$ cat src/rtl/hangman_word_entry.sv
// Front end for Game_logic: assembles the host's secret word, then filters player guesses.
// Define GUESS_DUP_FILTER_EN to enable repeated-guess suppression and the usedMask register.
//
// state   | meaning
// S_ENTRY | host typing the secret word; confirm with a full word starts the game
// S_PLAY  | word frozen; letters become guesses until game_done or clr
module hangman_word_entry #(
   parameter int WORD_LEN = 5,
   parameter int CHAR_W   = 8
) (
   input  logic                         clk_i,
   input  logic                         rst_i,
   input  logic [CHAR_W-1:0]            letter_in_i,
   input  logic                         letter_vld_i,
   input  logic                         back_i,
   input  logic                         clr_i,
   input  logic                         confirm_i,
   input  logic                         game_done_i,
   output logic [WORD_LEN*CHAR_W-1:0]   setWord_o,
   output logic                         toggle_state_o,
   output logic [CHAR_W-1:0]            guess_o,
   output logic                         guess_vld_o,
   output logic                         dup_guess_o,
   output logic                         bad_char_o,
   output logic [2:0]                   wordCount_o,
   output logic                         playing_o,
   output logic [25:0]                  usedMask_o
);

   typedef enum logic {S_ENTRY = 1'b0, S_PLAY = 1'b1} state_t;

   localparam logic [2:0]        FULL     = 3'(WORD_LEN);
   localparam logic [CHAR_W-1:0] UC_A     = CHAR_W'(8'h41);
   localparam logic [CHAR_W-1:0] UC_Z     = CHAR_W'(8'h5A);
   localparam logic [CHAR_W-1:0] LC_A     = CHAR_W'(8'h61);
   localparam logic [CHAR_W-1:0] LC_Z     = CHAR_W'(8'h7A);
   localparam logic [CHAR_W-1:0] CASE_OFS = CHAR_W'(8'h20);

   state_t                       state_q, state_d;
   logic [WORD_LEN*CHAR_W-1:0]   word_q, word_d;
   logic [2:0]                   count_q, count_d;
   logic [CHAR_W-1:0]            guess_q, guess_d;
   logic                         gv_q, gv_d;
   logic                         bad_q, bad_d;
   logic                         tog_q, tog_d;

   logic                         is_upper, is_lower, is_letter;
   logic [CHAR_W-1:0]            norm;
   logic [2:0]                   back_idx;

`ifdef GUESS_DUP_FILTER_EN
   logic [25:0]                  mask_q, mask_d;
   logic                         dup_q, dup_d;
   logic [4:0]                   letter_idx;
   logic [25:0]                  letter_bit;
   logic                         used_hit;
`endif

   always_comb begin
      is_upper  = (letter_in_i >= UC_A) && (letter_in_i <= UC_Z);
      is_lower  = (letter_in_i >= LC_A) && (letter_in_i <= LC_Z);
      is_letter = is_upper || is_lower;
      norm      = is_lower ? (letter_in_i - CASE_OFS) : letter_in_i;
      back_idx  = count_q - 3'd1;
`ifdef GUESS_DUP_FILTER_EN
      letter_idx = 5'(norm - UC_A);
      letter_bit = 26'(1) << letter_idx;
      used_hit   = |(mask_q & letter_bit);
`endif
   end

   always_comb begin
      state_d = state_q;
      word_d  = word_q;
      count_d = count_q;
      guess_d = guess_q;
      gv_d    = 1'b0;
      bad_d   = 1'b0;
      tog_d   = 1'b0;
`ifdef GUESS_DUP_FILTER_EN
      mask_d  = mask_q;
      dup_d   = 1'b0;
`endif
      unique case (state_q)
         S_ENTRY: begin
            if (clr_i) begin
               word_d  = '0;
               count_d = '0;
            end else if (confirm_i) begin
               if (count_q == FULL) begin
                  tog_d   = 1'b1;
                  state_d = S_PLAY;
               end
            end else if (back_i) begin
               if (count_q != 3'd0) begin
                  count_d = back_idx;
                  for (int k = 0; k < WORD_LEN; k++)
                     if (back_idx == 3'(k)) word_d[(WORD_LEN-1-k)*CHAR_W +: CHAR_W] = '0;
               end
            end else if (letter_vld_i) begin
               if (!is_letter) begin
                  bad_d = 1'b1;
               end else if (count_q != FULL) begin
                  count_d = count_q + 3'd1;
                  for (int k = 0; k < WORD_LEN; k++)
                     if (count_q == 3'(k)) word_d[(WORD_LEN-1-k)*CHAR_W +: CHAR_W] = norm;
               end
            end
         end
         S_PLAY: begin
            // game_done outranks a coincident letter, so the last keypress of a finished game is dropped
            if (clr_i || game_done_i) begin
               state_d = S_ENTRY;
               word_d  = '0;
               count_d = '0;
               guess_d = '0;
`ifdef GUESS_DUP_FILTER_EN
               mask_d  = '0;
`endif
            end else if (confirm_i || back_i) begin
               state_d = S_PLAY;
            end else if (letter_vld_i) begin
               if (!is_letter) begin
                  bad_d = 1'b1;
`ifdef GUESS_DUP_FILTER_EN
               end else if (used_hit) begin
                  dup_d = 1'b1;
               end else begin
                  guess_d = norm;
                  gv_d    = 1'b1;
                  mask_d  = mask_q | letter_bit;
               end
`else
               end else begin
                  guess_d = norm;
                  gv_d    = 1'b1;
               end
`endif
            end
         end
         default: state_d = S_ENTRY;
      endcase
   end

   always_ff @(posedge clk_i) begin
      if (rst_i) begin
         state_q <= S_ENTRY;
         word_q  <= '0;
         count_q <= '0;
         guess_q <= '0;
         gv_q    <= 1'b0;
         bad_q   <= 1'b0;
         tog_q   <= 1'b0;
`ifdef GUESS_DUP_FILTER_EN
         mask_q  <= '0;
         dup_q   <= 1'b0;
`endif
      end else begin
         state_q <= state_d;
         word_q  <= word_d;
         count_q <= count_d;
         guess_q <= guess_d;
         gv_q    <= gv_d;
         bad_q   <= bad_d;
         tog_q   <= tog_d;
`ifdef GUESS_DUP_FILTER_EN
         mask_q  <= mask_d;
         dup_q   <= dup_d;
`endif
      end
   end

   assign setWord_o      = word_q;
   assign toggle_state_o = tog_q;
   assign guess_o        = guess_q;
   assign guess_vld_o    = gv_q;
   assign bad_char_o     = bad_q;
   assign wordCount_o    = count_q;
   assign playing_o      = (state_q == S_PLAY);
`ifdef GUESS_DUP_FILTER_EN
   assign dup_guess_o    = dup_q;
   assign usedMask_o     = mask_q;
`else
   assign dup_guess_o    = 1'b0;
   assign usedMask_o     = '0;
`endif

endmodule
$ cat config.mk
export PLATFORM = sky130hd
export DESIGN_NAME = hangman_word_entry
export DESIGN_NICKNAME = d
export VERILOG_FILES = /design/src/rtl/hangman_word_entry.sv
export SDC_FILE = /design/constraint.sdc
export NUM_CORES = 1
export LEC_CHECK = 0
export ABC_AREA = 1
export ABC_CLOCK_PERIOD_IN_PS = 2700
export CORE_MARGIN = 2
export CORE_UTILIZATION = 60
export DETAILED_ROUTE_END_ITERATION = 10
export DONT_BUFFER_PORTS = 1
export PLACE_DENSITY_LB_ADDON = 0.1
export SLEW_MARGIN = 10
export SYNTH_ARGS = -nofsm -noshare
export SYNTH_HDL_FRONTEND = slang
export SYNTH_SLANG_ARGS = --single-unit
$ cat constraint.sdc
create_clock -name clk_i -period 2.7 [get_ports clk_i]
set_clock_uncertainty 0.05 [all_clocks]
set_input_delay 0.405 -clock clk_i [delete_from_list [all_inputs] [get_ports clk_i]]
set_output_delay 0.405 -clock clk_i [all_outputs]
set_load 0.02 [all_outputs]
==> impl_metrics.tcl, run 1 <==
set metrics [dict create \
    htreeDepth 2 \
    rsz0062_at_grt "no" \
    overflow 0 \
    start_util 0.612 \
    drv_slew 0 \
    cp_slowest_stage_delay_ns 0.55 \
    synth_cells 455 \
    drive_gt1_frac 0.0722 \
    layout.nets 481 \
    synth_top_cell_area_share 0.359 \
    viasPerCell 4.84 \
    ios 97 \
    syn_area_per_cell_sq_um 6.74 \
    final_common_cell "nand2_1" \
    track_usage 0.223 \
    antenna_cells 0 \
    power_density_nw_per_um2 646 \
    drv_cap 0 \
    grt_pass1_wl_um 9740 \
    cts_tree "done" \
    fp.dieH_um 75.5 \
    tightestPinTransition_ns 0.712 \
    area_growth_pct 2.98 \
    final_cell_mix "nand2_1, inv_1, nor2_1" \
    setup_viol 0 \
    relSlewSlack 0.524 \
    period_needed_ns 2.18 \
    arrival_ns 2.38 \
    grt_max_degree 37 \
    startpoint_type "flop" \
    wl_met1_um 2810 \
    clk_latency_ns 0.31 \
    synth_warnings 0 \
    fmax_mhz 458 \
    cts_buffer_depth 2 \
    fin_cells 527 \
    die_w_um 75.5 \
    antenna_found_initial 0 \
    core_area_sq_um 5010 \
    synth_top_area_cell "dfxtp_1" \
    grt_pass1_vias 2109 \
    root_buffer "clkbuf_8" \
    wire_per_inst_um 12.0 \
    end_kind "flop" \
    vdd_drop_max_v 0.000260 \
    post-place-cells 519 \
    hold_violations 0 \
    first_pass_iters 5 \
    power_frac_comb 0.222 \
    top_layer "met4" \
    cell_internal_pwr_uw 1330 \
    wl_met2_um 2960 \
    cts_hold_buf 0 \
    clk_pin_slew_ns 0.10 \
    post-route-drc-count 0 \
    p_clk_frac 0.285 \
    leakage_uw 0.00167 \
    rows 26 \
    fin_crit_sh 0.808 \
    synth.distinct_cells 33 \
    wl_met3_um 500 \
    ant_nets 0 \
    die_area_sq_um 5700 \
    cts.sinks 55 \
    p_sw_frac 0.347 \
    drt_iter0_drc 157 \
    seq_power_share 0.492 \
    worst-setup-path-type "flop to flop" \
    crit_slowest_cell "a21oi_1" \
    gp_congestion 0.798 \
    crit_required_ns 2.90 \
    yosys-top-cells-area "dfxtp_1, nand2_1, inv_1" \
    numCtsBuffers 5 \
    crit_chain "nor2_2 -> inv_2 -> nor2_1 -> buf_4 -> inv_2 -> a21oi_1 -> a21oi_1 -> nand3_4 -> nand2_1 -> inv_1 -> nor2_1" \
    setup_tns_ns 0 \
    vias 2550 \
    port_buffers 0 \
    path_max_fanout 8 \
    wl_um 6330 \
    ctsResizeCount 0 \
    post_cts_buffers 0 \
    yosysSeqAreaShare 0.359 \
    power_switching_uw 709 \
    dp_hpwl_um 4640 \
    syn_area_sq_um 3070 \
    outcome "finished, final reports clean" \
    hp-class "input pin to flop" \
    synth-seq-cells 55 \
]
logic make-up after synthesis:
kind of cell             after synthesis  share of synthesized area
AND/OR/NAND/NOR                      231                      0.339
adder cells (fa/ha/maj)               10                     0.0408
XOR/XNOR                               2                    0.00817
flip-flops                            55                      0.359
AO/OA/AOI/OAI                         28                     0.0551
buffers and inverters                128                      0.196
other                                  1                    0.00122
critical path, delay by kind of cell, from the launching register on:
kind / cells / cell delay (ns)
compound gates: 2 / 0.61
buf+inv: 4 / 0.38
flops: 1 / 0.53
simple gates: 5 / 0.53
registers in the layout, indices dropped and copies added (netlist names):
signal	count
guess_o	8
setWord_o	40
guess_vld_o	1
wordCount_o	3
toggle_state_o	1
playing_o	1
bad_char_o	1
path summary, 6_finish.rpt:
kind | cells past startpoint | endpoint | slack [ns] | start
setup / recovery | 11 | setWord_o[26]$_SDFFE_PP0P_ | 0.52 | playing_o$_SDFF_PP0_
hold / removal | 1 | setWord_o[21]$_SDFFE_PP0P_ | 0.09 | rst_i
setup reg to reg | 11 | setWord_o[26]$_SDFFE_PP0P_ | 0.52 | playing_o$_SDFF_PP0_
hold reg to reg | 2 | setWord_o[5]$_SDFFE_PP0P_ | 0.50 | setWord_o[5]$_SDFFE_PP0P_
cells in the mapped netlist (all sizes together):
library cell / instances
nor2: 74
o211ai: 1
nand2: 105
clkbuf: 3
o21ai: 13
o21a: 1
clkinv: 2
a21oi: 10
nand3: 22
buf: 36
dfxtp: 55
o22ai: 2
conb: 1
or2: 1
inv: 87
xnor2: 2
nand4: 29
a211oi: 1
ha: 10
layout make-up:
| cell class | instances | area [sq um] |
|---|---|---|
| fillers | 484 | 1850 |
| flip-flops and latches | 55 | 1100 |
| well taps | 70 | 87.6 |
| clock buffers | 6 | 82.6 |
| clock inverters | 2 | 38.8 |
| inverters | 89 | 334 |
| multi-input cells | 298 | 1460 |
| repair buffers | 7 | 52.6 |
metal layers:
metal,track usage,vias up
met5,0,-
met4,0.0565,0
met3,0.0529,7
met2,0.362,78
met1,0.299,1124
li1,-,1341
power groups by stage:
stage | sequential (uW) | clock, uW | combinational (uW)
2_1_floorplan | 1020 | 0 | 407
3_3_place_gp | 1020 | 0 | 443
3_5_place_dp | 1030 | 0 | 450
4_1_cts | 1010 | 595 | 455
5_1_grt | 1020 | 629 | 524
6_report | 1000 | 582 | 453
through the flow:
stage | utilization | instance area, sq um | hold WS, ns | power [uW] | setup slack (ns)
2_1_floorplan | - | 3160 | 0.458 | 1430 | 0.528
3_3_place_gp | 0.606 | 3040 | 0.429 | 1470 | 0.610
3_5_place_dp | 0.606 | 3040 | 0.431 | 1480 | 0.524
4_1_cts | 0.630 | 3160 | 0.0943 | 2060 | 0.510
5_1_grt | 0.630 | 3160 | 0.0809 | 2170 | 0.272
6_report | 0.630 | 3160 | 0.0949 | 2040 | 0.517
Note: power is estimated with default switching activity, not from simulation.
==> run 2: changes to the inputs <==
Settings changed: ABC_CLOCK_PERIOD_IN_PS 2700 to 1850, CORE_UTILIZATION 60 to 57.
Clock period 2.7 ns to 1.85 ns, I/O delays scaled along.
==> impl_metrics.tcl, run 2 (same netlist as run 1, synthesis figures left out) <==
set metrics [dict create \
    cts_tree "done" \
    crit_slowest_cell "dfxtp_4" \
    grt_max_degree 25 \
    hold_path_depth 2 \
    first_pass_iters 4 \
    rsz0062_at_grt "yes" \
    leakage_uw 0.00182 \
    layout_setup_ws_ns -0.0435 \
    worst-setup-path-type "flop to flop" \
    dpl_cell_area_sq_um 3180 \
    post-place-ws_ns 0.00894 \
    rows 26 \
    hold_violations 0 \
    die_area_sq_um 5980 \
    ant_nets 0 \
    root_buffer "clkbuf_8" \
    setup_tns_ns -0.0883 \
    viasPerCell 4.93 \
    drv_cap 0 \
    fin_crit_sh 1.02 \
    end_kind "flop" \
    drive_gt1_frac 0.175 \
    r2r_cells 13 \
    wire_per_inst_um 13.2 \
    crit_required_ns 2.01 \
    violations "negative setup slack" \
    core_area_sq_um 5140 \
    busiest_layer "met2" \
    htreeDepth 2 \
    final-seq-area_sq_um 1110 \
    path_max_fanout 7 \
    final_area_sq_um 3530 \
    use_met2 0.386 \
    cp_slowest_stage_delay_ns 0.38 \
    grtUsageMet3 0.0558 \
    relSlewSlack 0.532 \
    cts_buffer_depth 2 \
    crit_family "simple AND/OR/NAND/NOR gates" \
    fp.dieH_um 77.3 \
    outcome "complete, but fails checks" \
    grt_pass1_vias 2403 \
    drt_iter0_drc 133 \
    area_growth_pct 15.1 \
    grt_pass1_wl_um 11500 \
    power_density_nw_per_um2 868 \
    drv_slew 0 \
    clk_pin_slew_ns 0.10 \
    dp_hpwl_um 4820 \
    crit_path_start "wordCount_o[1]$_SDFFE_PP0P_" \
    wl_um 7220 \
    vdd_drop_max_v 0.000390 \
    die_w_um 77.3 \
    period_needed_ns 1.89 \
    final_common_cell "nand2_1" \
    port_buffers 0 \
    gp_congestion 0.841 \
    fillCellCount 449 \
    setup_viol 5 \
    layout.nets 503 \
    grt_use_met1 0.313 \
    whs_ns 0.0216 \
    arrival_ns 2.06 \
    hold_start "letter_in_i[0]" \
    post-place-cells 528 \
    track_usage 0.235 \
    antenna_cells 0 \
    clk_latency_ns 0.31 \
    post-route-drc-count 0 \
    startpoint_type "flop" \
    fmax_mhz 528 \
    fin_cells 549 \
    overflow 0 \
    vias 2709 \
    hp-class "input pin to flop" \
    largest_reg_flops 40 \
    numCtsBuffers 5 \
    cts.sinks 55 \
    tightestPinTransition_ns 0.698 \
    start_util 0.596 \
    cp.depth 13 \
    crit_chain "inv_6 -> ha_4 -> inv_4 -> nor2_4 -> inv_2 -> nor2_2 -> or2_4 -> a21oi_4 -> buf_12 -> buf_16 -> nand4_1 -> nand2_1 -> nor2_1" \
    r2r_start "wordCount_o[1]$_SDFFE_PP0P_" \
    crit_buf_inv 5 \
    multi_input_area_sq_um 1560 \
    final_cell_mix "nand2_1, inv_1, nor2_1" \
    antenna_found_initial 0 \
    ios 97 \
]
run 2: worst paths after layout:
kind / endpoint / slack, ns
max: setWord_o[8]$_SDFFE_PP0P_ / -0.04
min: guess_o[0]$_SDFFE_PP0P_ / 0.02
max reg2reg: setWord_o[8]$_SDFFE_PP0P_ / -0.04
min reg2reg: setWord_o[21]$_SDFFE_PP0P_ / 0.50
run 2: power by group:
part / switching (uW) / internal (uW)
registers: 187 / 1280
clock network: 398 / 267
logic: 543 / 383
run 2: cell type report:
type	count	share of cell area
clock inverters	2	0.00319
inverters	89	0.0976
flip-flops and latches	55	0.314
multi-input cells	298	0.441
repair buffers	29	0.0986
clock buffers	6	0.0206
well taps	70	0.0248
run 2: what timing repair did:
item	in CTS	in global routing
buffers inserted	2	7
resized for setup	4	29
endpoints found under the hold margin	6	0
pin swaps	1	27
gates cloned	2	1
endpoints found under the setup margin	1	35
hold buffers	1	0
run 2: worst register-to-register path, cell delays in order, from the launching register on:
cell and delay, ns:
dfxtp_4 0.38, inv_6 0.04, ha_4 0.16, inv_4 0.06, nor2_4 0.03, inv_2 0.06
nor2_2 0.04, or2_4 0.25, a21oi_4 0.20, buf_12 0.16, buf_16 0.11, nand4_1 0.09
nand2_1 0.11, nor2_1 0.06
run 2: routing by layer:
metal / routed length (um) / share of wire
met2: 3350 / 0.46
met4: 163 / 0.023
met1: 3190 / 0.44
met3: 524 / 0.073
met5: 0 / 0
run 2: stage by stage:
step / power (uW) / utilization
final: 3060 / 0.686
after global routing: 3250 / 0.686
after CTS: 2950 / 0.656
after detailed placement: 2220 / 0.618
after global placement: 2210 / 0.618
after floorplan: 2100 / -
